[config.mk]
export PLATFORM = sky130hd
export DESIGN_NAME = fb_pingpong_ctrl
export DESIGN_NICKNAME = d
export VERILOG_FILES = /design/src/rtl/fb_pingpong_ctrl.sv
export SDC_FILE = /design/constraint.sdc
export NUM_CORES = 1
export LEC_CHECK = 0
export CELL_PAD_IN_SITES_DETAIL_PLACEMENT = 1
export CELL_PAD_IN_SITES_GLOBAL_PLACEMENT = 1
export CORE_MARGIN = 2
export CORE_UTILIZATION = 30
export CTS_CLUSTER_SIZE = 25
export DETAILED_ROUTE_END_ITERATION = 10
export MAX_ROUTING_LAYER = met4
export PLACE_DENSITY_LB_ADDON = 0.12
export SLEW_MARGIN = 20
export SYNTH_ARGS = -nofsm -noshare
export SYNTH_HDL_FRONTEND = slang
export SYNTH_SLANG_ARGS = --single-unit
[constraint.sdc]
create_clock -name clk -period 1.85 [get_ports clk]
set_input_delay 0.185 -clock clk [delete_from_list [all_inputs] [get_ports clk]]
set_output_delay 0.185 -clock clk [all_outputs]
set_load 0.01 [all_outputs]
[src/rtl/fb_pingpong_ctrl.sv]
// Ping-pong frame buffer scheduler: steers capture writes into the back bank
// and swaps front/back only on a reader frame boundary after a complete back frame.
module fb_pingpong_ctrl #(
    parameter int C_NB_ADDR  = 13,
    parameter int C_IMG_PXLS = 4800
) (
    input  logic                 clk,
    input  logic                 rst,
    input  logic                 cap_we,
    input  logic [C_NB_ADDR-1:0] cap_addr,
    input  logic                 freeze,
    input  logic                 rd_frame_done,
    output logic                 wea_bank0,
    output logic                 wea_bank1,
    output logic                 rd_sel,
    output logic                 swap_pulse,
    output logic [1:0]           state_o,
    output logic [7:0]           drop_cnt
);

    typedef enum logic [1:0] {
        ST_SYNC   = 2'd0,
        ST_WRITE  = 2'd1,
        ST_READY  = 2'd2,
        ST_FROZEN = 2'd3
    } state_t;

    localparam logic [C_NB_ADDR-1:0] LAST_ADDR  = C_NB_ADDR'(C_IMG_PXLS - 1);
    localparam logic [C_NB_ADDR-1:0] FIRST_ADDR = {C_NB_ADDR{1'b0}};

    function automatic logic [7:0] sat_inc8(input logic [7:0] v);
        if (v == 8'hFF) begin
            sat_inc8 = v;
        end else begin
            sat_inc8 = v + 8'd1;
        end
    endfunction

    state_t     state_q, state_d;
    logic       rd_sel_q, rd_sel_d;
    logic       swap_q, swap_d;
    logic [7:0] drop_q, drop_d;
    logic       back_we_s;
    logic       is_start_s;
    logic       is_last_s;
    logic       in_frame_s;

    assign is_start_s = cap_we && (cap_addr == FIRST_ADDR);
    assign is_last_s  = cap_we && (cap_addr == LAST_ADDR);
    assign in_frame_s = cap_we && (cap_addr <= LAST_ADDR);

    // State register, front-bank select, swap strobe and drop counter
    always_ff @(posedge clk or posedge rst) begin
        if (rst) begin
            state_q  <= ST_SYNC;
            rd_sel_q <= 1'b0;
            swap_q   <= 1'b0;
            drop_q   <= 8'd0;
        end else begin
            state_q  <= state_d;
            rd_sel_q <= rd_sel_d;
            swap_q   <= swap_d;
            drop_q   <= drop_d;
        end
    end

    // Next-state logic and back-bank write gating
    always_comb begin
        state_d   = state_q;
        rd_sel_d  = rd_sel_q;
        swap_d    = 1'b0;
        drop_d    = drop_q;
        back_we_s = 1'b0;
        case (state_q)
            ST_SYNC: begin
                if (freeze) begin
                    state_d = ST_FROZEN;
                end else if (is_start_s) begin
                    back_we_s = 1'b1;
                    state_d   = ST_WRITE;
                end else begin
                    state_d = ST_SYNC;
                end
            end
            ST_WRITE: begin
                // freeze wins over the last pixel so a half-written frame is never promoted
                if (freeze) begin
                    state_d = ST_FROZEN;
                end else if (in_frame_s) begin
                    back_we_s = 1'b1;
                    if (is_last_s) begin
                        state_d = ST_READY;
                    end else begin
                        state_d = ST_WRITE;
                    end
                end else begin
                    state_d = ST_WRITE;
                end
            end
            ST_READY: begin
                if (is_start_s) begin
                    drop_d = sat_inc8(drop_q);
                end else begin
                    drop_d = drop_q;
                end
                if (freeze) begin
                    state_d = ST_FROZEN;
                end else if (rd_frame_done) begin
                    rd_sel_d = ~rd_sel_q;
                    swap_d   = 1'b1;
                    state_d  = ST_SYNC;
                end else begin
                    state_d = ST_READY;
                end
            end
            ST_FROZEN: begin
                if (!freeze) begin
                    state_d = ST_SYNC;
                end else begin
                    state_d = ST_FROZEN;
                end
            end
            default: begin
                state_d = ST_SYNC;
            end
        endcase
    end

    // Back bank is the one the reader is not using
    assign wea_bank0  = back_we_s & rd_sel_q;
    assign wea_bank1  = back_we_s & ~rd_sel_q;
    assign rd_sel     = rd_sel_q;
    assign swap_pulse = swap_q;
    assign state_o    = state_q;
    assign drop_cnt   = drop_q;

endmodule

Yosys cells after proc, flatten, opt, wreduce, memory -nomap -nowiden
Index checks and enable logic that the tools add are counted.

Flip-flop bits (word level): 12. Output and inout bits: 14.

$add $sub $neg: 1. Order comparisons: 1. Equal/unequal tests: 5. Mux-type cells: 17. Bitwise operators: 5. Reductions and logical operators: 7.

Operators with widths (number): $mux 2 (7); $eq 13x13->1 const B (1); $le 13x13->1 const B (1); $logic_not 13->1 (1); $add 8x1->8 const B (1); $eq 8x8->1 const B (1); $mux 1 (8); $pmux 2 s4 (1); $reduce_and 3->1 (2); $eq 2x2->1 const B (2); $logic_and 1x1->1 (3); $not 1->1 (3); $and 1x1->1 (2); $eq 2x1->1 const B (1); $logic_not 2->1 (1); $pmux 1 s2 (1).

Longest topological paths before layout
Gate-level depths: netlist (run 1).

Depth after elaboration: 6. Depth in mapped cells: 5. Mapped depth without buffers: 5.

Least setup slack after synthesis (run 1)
No wires, ideal clock.

Path type: register to register. Start: reg drop_q[0] (netlist: drop_cnt[0]). End: reg drop_q[1] (netlist: drop_cnt[1]). Library setup time: 128 ps. Arrival time: 1450 ps. Data required time: 1722 ps. Setup slack: 272 ps. Stages on the path, launching flop included: 6. Clock period less this slack: 1578 ps. Cell sequence: dfrtp_1 ha_1 nand3_1 nor2_1 nor3_2 mux2_1.

Longest elaborated chain between the ends: 3. Elaborated cells on any way between the ends: 4. Classes of those cells: 1 x add/sub; 1 x eq/ne; 1 x bitwise; 1 x reduce/logical.

Ends and longest elaborated chain: start, declared (line 42) `logic [7:0] drop_q, drop_d;`; start signal, assigned (line 63) `drop_q <= drop_d;`; parallel branches: the longest is 3 deep, another holds $add 8x1->8.

Parallel ways; which one is timed is not known. A chain may end at the register's enable or synchronous reset.

Worst setup path after layout (run 1)
Start: in cap_addr[4]. End: out wea_bank0.

Longest elaborated chain between the ends: 6. Elaborated cells on any way between the ends: 10. Classes of those cells: 1 x order compare; 5 x mux; 1 x bitwise; 3 x reduce/logical.

Ends and longest elaborated chain: start, declared (line 10) `input logic [C_NB_ADDR-1:0] cap_addr,`; $le 13x13->1 or $logic_not 13->1 (tied branches) (line 50, 48); $logic_and 1x1->1, on equally long branches (line 50, 48); $mux 1, on equally long branches (line 89, 78); $mux 1, on equally long branches (line 87, 76); $pmux 1 s2 * (line 74) `case (state_q)`; $and 1x1->1 * (line 130) `assign wea_bank0 = back_we_s & rd_sel_q;`; end, declared (line 13) `output logic wea_bank0,`.

Every way passes the cells marked *; elsewhere a longest branch is shown, timed or not.

==> reports/results.txt, run 1 <==
initial antenna violation count: 0
Final #Nets: 127
via/cell ratio: 5.119
post-route cell area: 0.001155 mm²
Post-Place Cells: 130
Slew headroom: 68.11%
status: finished clean
worst-path maximum fanout: 2
Worst EP required: 1.66 ns
Ant. Diodes: 0
Critical Path AT: 1.55 ns
total grt overflow: 0
post-synthesis sequential area ratio: 42.11%
Die Y: 52.76 µm
largest net degree at the start of global routing: 13
Reg clk slew, reported paths: 0.08 ns
initial core utilization: 31.93%
CTS buffer count: 3
Critical Path Sink Type: output pin
Synth Area per Inst: 10.97 µm²
DR DRC count: 0
synthesized flop and latch total: 12
Critical Path, Cell by Cell: dlygate4sd2_1, nor4_4, nand4_4, o221a_1, nor4b_2, buf_2
Filler cells: 263
first-pass GRT wire length: 3098 µm
leak pwr: 0.5405 nW
count of final hold-check violations: 0
Layout area overhead: 61.93%
Max VDD drop: 0.0005285 V
RSZ-0062 raised after global routing: yes
Pins Over Slew Limit: 0
Netlist cell types: 26
Critical Path Max Stage Delay: 0.32 ns
Final Util: 51.71%
Worst Max-Slew Pin Slew: 0.4778 ns
pwr/cell area: 553.3 mW/mm²
Root Buffer: clkbuf_4
Rows: 17
crit path time final: 1.736 ns
area of the multi-input gates: 427.9 µm²
IO Port Bufs: 31
CP max stage cell: nor4_4
antenna-violating nets left: 0
GR Util All Layers: 15.58%
DP Area: 0.001104 mm²
post-detailed-routing wire length: 1828 µm
Core Region: 0.002233 mm²
share of cells above drive strength 1: 21.50%
Max Cap Viol: 0
routed vias: 691
Mapped Cells: 65
FF+latch area: 300.3 µm²
Layout Cells excl Fill: 135
Hold WC Path Type: in -> async
H-Tree Depth: 1
CP Launch Type: primary input
Synth Warn #: 0
Bufs on Longest Clock Path: 2
routed length per instance: 13.54 µm
Detail Placement HPWL: 1488 µm
die width: 52.76 µm
io pins: 32
syn_nets: 84
drt pass-1 iters: 4
Iter 0 DRT Violations: 7
Clock Latency Late Sink: 0.28 ns
Layout Skew: 0.005506 ns
final setup vio count: 0
vias in the first global route: 691
kind of critical path: in -> out
# hold bufs at CTS: 0
CTS tree: done
Mapped Area: 713.2 µm²
highest clock rate: 575.9 MHz
Routability Congestion: 0.7583
clk sink count: 12
period utilization: 93.85%
Die ar.: 0.002783 mm²
## cell families after synthesis
family / count (synthesis) / share of synthesized area [%]
adder cells (fa/ha/maj): 1 / 1.754
buffers and inverters: 3 / 1.579
AND/OR/NAND/NOR: 34 / 36.49
flip-flops: 12 / 42.11
XOR/XNOR: 8 / 9.825
multiplexers: 1 / 1.579
AO/OA/AOI/OAI: 6 / 6.666
## path summary, 6_finish.rpt
kind,from,slack [ns],end,cells past startpoint
worst max-delay path,cap_addr[4],0.11,wea_bank0,6
worst min-delay path,rst,0.22,drop_cnt[0],2
worst max register to register,drop_cnt[1],0.14,drop_cnt[1],5
worst min register to register,drop_cnt[5],0.50,drop_cnt[5],1
max in group asynchronous,rst,1.30,drop_cnt[6],2
min in group clk,drop_cnt[5],0.50,drop_cnt[5],1
## metrics by stage
stage | setup TNS, ns | hold WS [ns] | worst slack [ns] | power (mW)
floorplan | 0 | 0.04970 | 0.2724 | 0.3403
global placement | -1.319 | 0.4880 | -0.5486 | 0.4301
CTS | 0 | 0.2351 | 0.0008478 | 0.6470
detailed placement | -1.463 | 0.4921 | -0.5733 | 0.4339
global route | -0.01319 | 0.2653 | -0.01319 | 0.6716
finish | 0 | 0.2198 | 0.1137 | 0.6390
## layout by cell type, fill, tap and decap left out, types with 2 or more instances in the layout
| master | instances |
|---|---|
| and4_1 | 2 |
| nor4_2 | 2 |
| nor2_1 | 2 |
| dlygate4sd2_1 | 9 |
| buf_2 | 2 |
| nand3_1 | 2 |
| clkbuf_4 | 3 |
| clkdlybuf4s15_1 | 3 |
| inv_1 | 3 |
| clkdlybuf4s50_1 | 16 |
| dfrtp_1 | 12 |
| buf_4 | 7 |
| nand2b_1 | 2 |
| nand2_1 | 2 |
| and3_1 | 3 |
| xor2_1 | 8 |
| nand4_1 | 6 |
| nor3_1 | 5 |
| nor4_4 | 2 |
## flip-flops by register name, indices dropped and copies added, names as in the netlist
name,flops
drop_cnt,8
rd_sel,1
state_o,2
swap_pulse,1
## layout make-up
type	count	area share, %
timing repair buffer	38	29.79
multi-input combinational	50	37.05
inverter	3	0.9751
tap	28	3.034
clock buffer	4	3.142
sequential	12	26.00
## report_power, final
group / switching (mW) / total [mW] / internal, mW
Sequential: 0.0175 / 0.294 / 0.277
Clock: 0.0940 / 0.214 / 0.120
Combinational: 0.0554 / 0.131 / 0.0755
Total: 0.167 / 0.639 / 0.472
## cell usage after synthesis
cell type  instances  area [µm²]
a211o_1            1       8.760
a21oi_1            1       5.000
a31o_2             1       8.760
and3_1             3       18.77
and4_1             2       17.52
dfrtp_1           12       300.3
ha_1               1       12.51
inv_1              3       11.26
mux2_1             1       11.26
nand2_1            2       7.510
nand2b_1           2       12.51
nand3_1            2       10.01
nand4_1            6       37.54
nand4_4            1       21.27
nor2_1             3       11.26
nor2b_1            1       6.260
nor3_1             5       25.02
nor3_2             1       10.01
nor4_1             1       6.260
nor4_2             2       25.02
nor4_4             1       21.27
nor4b_2            2       30.03
o21ai_0            1       5.000
o221a_1            1       11.26
o221ai_1           1       8.760
xor2_1             8       70.07
## layer usage
layer,vias up,global-route usage [%],wire [µm]
met1,323,20.07,869
li1,340,-,-
met4,0,2.564,12
met2,26,24.17,831
met5,-,-,0
met3,2,5.143,115
## worst max-delay path, delay by kind of cell
| kind | cells | cell delay, ns |
|---|---|---|
| AO/OA/AOI/OAI | 1 | 0.29 |
| buffers and inverters | 2 | 0.42 |
| AND/OR/NAND/NOR | 3 | 0.66 |
## what timing repair did
action                     CTS  global route
gates resized for setup     26             2
pin swaps                    7             3
gates cloned                 0             0
buffers inserted             0             1
setup endpoints to repair    2             2
Note: power is estimated with default switching activity, not from simulation.
==> run 2: changes to the inputs <==
Settings changed: CTS_CLUSTER_SIZE 25 to 30.
==> results of run 2 <==
Same layout as run 1: the final DEF is identical, and so are final timing and power.
